## src/rtl/serial_adder_ctrl.sv

```systemverilog
// Bit-serial adder: one shared full-adder slice (two half adders plus an OR) walks the operands LSB first.
// Accept edge E0, outDone pulses the cycle after edge E0+WIDTH; inStart is ignored while busy.
`timescale 1ns/1ps

module half_adder (
  input  logic i_a,
  input  logic i_b,
  output logic o_s,
  output logic o_c
);
  assign o_s = i_a ^ i_b;
  assign o_c = i_a & i_b;
endmodule

module or_gate (
  input  logic i_a,
  input  logic i_b,
  output logic o_y
);
  assign o_y = i_a | i_b;
endmodule

module serial_adder_ctrl #(
  parameter int WIDTH = 8
) (
  input  logic             clk,
  input  logic             rst,
  input  logic             inStart,
  input  logic [WIDTH-1:0] inA,
  input  logic [WIDTH-1:0] inB,
  input  logic             inCarryIn,
  output logic [WIDTH-1:0] outSum,
  output logic             outCarry,
  output logic             outBusy,
  output logic             outDone
);
  localparam int CW = (WIDTH > 1) ? $clog2(WIDTH) : 1;

  typedef enum logic [1:0] {S_IDLE, S_RUN, S_DONE} state_t;

  state_t           r_state;
  state_t           w_state_next;
  logic             w_accept;
  logic             w_last;

  logic [WIDTH-1:0] r_sha;
  logic [WIDTH-1:0] r_shb;
  logic [WIDTH-1:0] r_shs;
  logic             r_c;
  logic [CW-1:0]    r_cnt;
  logic [WIDTH-1:0] r_sum;
  logic             r_carry;

  logic             w_s1;
  logic             w_c1;
  logic             w_sumbit;
  logic             w_c2;
  logic             w_cout;
  logic [WIDTH-1:0] w_shs_next;

  half_adder u_ha1 (.i_a(r_sha[0]), .i_b(r_shb[0]), .o_s(w_s1),     .o_c(w_c1));
  half_adder u_ha2 (.i_a(w_s1),     .i_b(r_c),      .o_s(w_sumbit), .o_c(w_c2));
  or_gate    u_or  (.i_a(w_c1),     .i_b(w_c2),     .o_y(w_cout));

  // Sum bits enter at the MSB so the LSB lands at bit 0 after WIDTH shifts.
  generate
    if (WIDTH == 1) begin : g_w1
      assign w_shs_next = w_sumbit;
    end else begin : g_wn
      assign w_shs_next = {w_sumbit, r_shs[WIDTH-1:1]};
    end
  endgenerate

  assign w_last = (r_cnt == CW'(WIDTH - 1));

  always_ff @(posedge clk or posedge rst) begin
    if (rst) r_state <= S_IDLE;
    else     r_state <= w_state_next;
  end

  always_comb begin
    w_state_next = r_state;
    w_accept     = 1'b0;
    case (r_state)
      S_IDLE: begin
        if (inStart) begin
          w_accept     = 1'b1;
          w_state_next = S_RUN;
        end
      end
      S_RUN: begin
        if (w_last) w_state_next = S_DONE;
      end
      S_DONE: begin
        if (inStart) begin
          w_accept     = 1'b1;
          w_state_next = S_RUN;
        end else begin
          w_state_next = S_IDLE;
        end
      end
      default: w_state_next = S_IDLE;
    endcase
  end

  always_ff @(posedge clk or posedge rst) begin
    if (rst) begin
      r_sha   <= '0;
      r_shb   <= '0;
      r_shs   <= '0;
      r_c     <= 1'b0;
      r_cnt   <= '0;
      r_sum   <= '0;
      r_carry <= 1'b0;
    end else if (w_accept) begin
      r_sha <= inA;
      r_shb <= inB;
      r_c   <= inCarryIn;
      r_cnt <= '0;
    end else if (r_state == S_RUN) begin
      r_sha <= r_sha >> 1;
      r_shb <= r_shb >> 1;
      r_shs <= w_shs_next;
      r_c   <= w_cout;
      r_cnt <= r_cnt + 1'b1;
      if (w_last) begin
        r_sum   <= w_shs_next;
        r_carry <= w_cout;
      end
    end
  end

  assign outSum   = r_sum;
  assign outCarry = r_carry;
  assign outBusy  = (r_state == S_RUN);
  assign outDone  = (r_state == S_DONE);
endmodule

```

## config.mk

```make
export PLATFORM = sky130hd
export DESIGN_NAME = serial_adder_ctrl
export DESIGN_NICKNAME = d
export VERILOG_FILES = /design/src/rtl/serial_adder_ctrl.sv
export SDC_FILE = /design/constraint.sdc
export NUM_CORES = 1
export LEC_CHECK = 0
export BUFFER_PORTS_ARGS = -buffer_cell sky130_fd_sc_hd__buf_2
export CAP_MARGIN = 15
export CORE_ASPECT_RATIO = 0.6
export CORE_MARGIN = 5
export CORE_UTILIZATION = 47
export CTS_BUF_LIST = sky130_fd_sc_hd__clkbuf_8
export DETAILED_ROUTE_END_ITERATION = 10
export GPL_TIMING_DRIVEN = 0
export PLACE_DENSITY = 0.69
export RECOVER_POWER = 50
export SYNTH_ARGS = -nofsm -noshare
export SYNTH_HDL_FRONTEND = slang
export SYNTH_SLANG_ARGS = --single-unit
export TNS_END_PERCENT = 5
```

## constraint.sdc

```tcl
create_clock -name clk -period 2.35 [get_ports clk]
set_input_delay 0.1175 -clock clk [delete_from_list [all_inputs] [get_ports clk]]
set_output_delay 0.1175 -clock clk [all_outputs]
set_load 0.02 [all_outputs]
```

==> flow_summary.ini <==
[route]
avgViaCountPerCell = 5.13
drc = 0
ant_nets = 0
wl_per_cell_um = 15.6
drt_iter0_markers = 81
dr.pass1.iters = 4
num_vias = 1196
wl_mm = 3.65

[cells_and_area]
drive_above_1_share_pct = 26.1
num_antenna_cells = 0
syn2layout_area_growth_pct = 19.3
nNetsFinal = 210
fin_cells = 233
design_area_um2 = 1990
fill_cells = 280

[die]
rows = 16
io_pins = 31
dieHeight_um = 56.2
start_util_pct = 50.0
die_w_um = 87.0
core_region_area_um2 = 3340
dieArea_um2 = 4880

[logic_synthesis]
synth_top_family_by_area = compound AO/OA/AOI/OAI gates
ys_seq_elements = 38
synth_xor_area_share_pct = 0.524
synth_top_area_share_pct = 56.9
syn_nets = 171
synth_adder_area_share_pct = 2.70
synth_cell_types = 26
synth_mux_area_share_pct = 9.14
synth_common_cells = dfrtp_1, nand2_1, a21oi_1, inv_1, o22ai_1
syn_area_um2 = 1670
synth_most_common_cell = dfrtp_1
async_flop_share_pct = 100
synth_seq_area_share_pct = 56.9
synth_flop_cell = dfrtp_1
yosys-top-cells-area = dfrtp_1, mux2_2, nand2_1, o22ai_1, a21oi_1
synthSimpleGateAreaFrac_pct = 11.5
synth-compound-area-share_pct = 12.1
syn_inst = 148
yosys.area.top_type = dfrtp_1
synth_edf_count = 0
syn_area_per_cell_um2 = 11.3
yosys_warnings = 0

[placement]
hpwl_mm = 2.69
dp.cells = 224
gp_congestion = 0.791
numPortBuffers = 30
dpl-instance-area_um2 = 1900

[timing]
tns_ns = 0
period_minus_slack_ns = 1.71
whs_ns = 0.104
setup_viol = 0
fin_crit_sh_pct = 72.8
grt_setup_unrepaired = false
slew_headroom_pct = 45.1
hold_viol = 0
tightest_slew_ns = 0.823
slew_violations = 0
fin_worst_skew_ns = 0.00556
max_freq_mhz = 585

[global_routing]
grt_pass1_vias = 1264
antenna_found_initial = 0
grt_remaining_overflow = 0
grt_first_pass_wirelength_mm = 6.11
gr-usage-all-layers_pct = 16.6
grt_max_degree = 21

[clock_network]
clock_sinks = 38
cts_buffers = 5
cts_max_path_buffers = 2
post_cts_buffers = 0
clk_pin_slew_ns = 0.07
root_buffer = clkbuf_8
cts_tree = yes
ctsHtreeMaxLevel = 2
clock_latency_ns = 0.29

[worst_setup_path]
end_kind = flip-flop
required_ns = 2.53
reg2reg_to = outSum[4]
critPathLaunchType = flip-flop
path_class = flip-flop to flip-flop
reg2reg_from = r_cnt[0]
worst_r2r_path_depth = 4
cp_max_fo = 10
cp.arrival_ns = 1.89
ff2ff_setup_slack_ns = 0.64

[outcome]
status = complete, no violations

[min_path]
min_to = r_sha[6]
hold_start = inA[6]
worstHoldPathType = input port to flip-flop
holdPathStages = 3

[power_and_ir_drop]
ir_drop_mv = 0.613
powerDensity_nw_per_um2 = 1420
p_leak_nw = 1.00

[flow_run]
max_cap_viol_count = 0
-- power by group --
part           total (mW)  internal [mW]  switching, mW  leakage, nW
Combinational        1.13          0.491          0.634        0.474
Clock               0.536          0.312          0.224       0.0579
Sequential           1.18          0.965          0.212        0.468
-- logic make-up after synthesis --
kind of cell,count (synthesis)
AO/OA/AOI/OAI,34
adder cells (fa/ha/maj),3
buffers and inverters,22
XOR/XNOR,1
multiplexers,14
flip-flops,38
AND/OR/NAND/NOR,36
-- registers in the layout, summed over array words and instances (netlist names) --
signal / flops
r_state: 2
r_shs: 7
r_shb: 8
r_sha: 8
outCarry: 1
r_c: 1
r_cnt: 3
outSum: 8
-- area by class of cell --
type	count	area [um2]	share of cell area [%]
Tap cell	45	56.3	2.82
Multi-Input combinational cell	88	587	29.4
Sequential cell	38	951	47.7
Inverter	14	55.1	2.76
Clock inverter	3	40.0	2.01
Buffer	8	58.8	2.95
Clock buffer	5	68.8	3.45
Timing Repair Buffer	32	176	8.85
-- layer usage --
metal	vias to the layer above	track usage, %	share of wire (%)
li1	581	-	-
met1	583	21.2	45
met2	27	26.7	49
met3	5	4.88	4.6
met4	0	5.56	0.96
met5	-	0	0
-- critical path, cell delays in order, from the launching register on --
cell	delay, ns
dfrtp_1	0.41
ha_1	0.23
ha_1	0.19
nand2_1	0.35
mux2_2	0.40
-- worst max-delay path by stage --
stage | end | slack, ns | startpoint
3_3_place_gp | outSum[3] | 0.88 | r_cnt[0]
3_5_place_dp | outSum[4] | 0.86 | r_cnt[0]
6_report | outSum[4] | 0.64 | r_cnt[0]
4_1_cts | outSum[4] | 0.84 | r_cnt[0]
2_1_floorplan | outCarry | 0.99 | r_cnt[0]
5_1_grt | outSum[1] | 0.57 | r_cnt[0]
-- layout by cell type (no fill, tap or decap) --
master and count:
a211oi_1 2, a21oi_1 13, a221o_1 2, a22o_1 1, and2_4 1, and3b_1 2
buf_16 1, buf_2 23, buf_4 1, buf_6 3, bufinv_16 1, clkbuf_1 11
clkbuf_8 5, clkinv_2 2, dfrtp_1 38, dlygate4sd3_1 1, fa_1 1, ha_1 2
inv_1 13, inv_4 1, mux2_2 10, mux2i_1 4, nand2_1 24, nand2b_1 3
nand2b_4 1, nand3_1 2, nor2b_1 3, o21ai_0 5, o22ai_1 11, xnor2_1 1
-- what timing repair did --
item / 4_1_cts / 5_1_grt
gates resized for setup: 0 / 0
hold endpoints to repair: 18 / 0
hold buffers: 1 / 0
-- metrics by stage --
stage | util [%] | power (mW) | setup slack (ns)
floorplan | - | 2.00 | 0.989
global placement | 56.1 | 2.25 | 0.883
detailed placement | 57.0 | 2.36 | 0.859
CTS | 60.5 | 2.91 | 0.844
global route | 59.6 | 3.04 | 0.573
finish | 59.6 | 2.84 | 0.640
(Power assumes the default switching activity.)
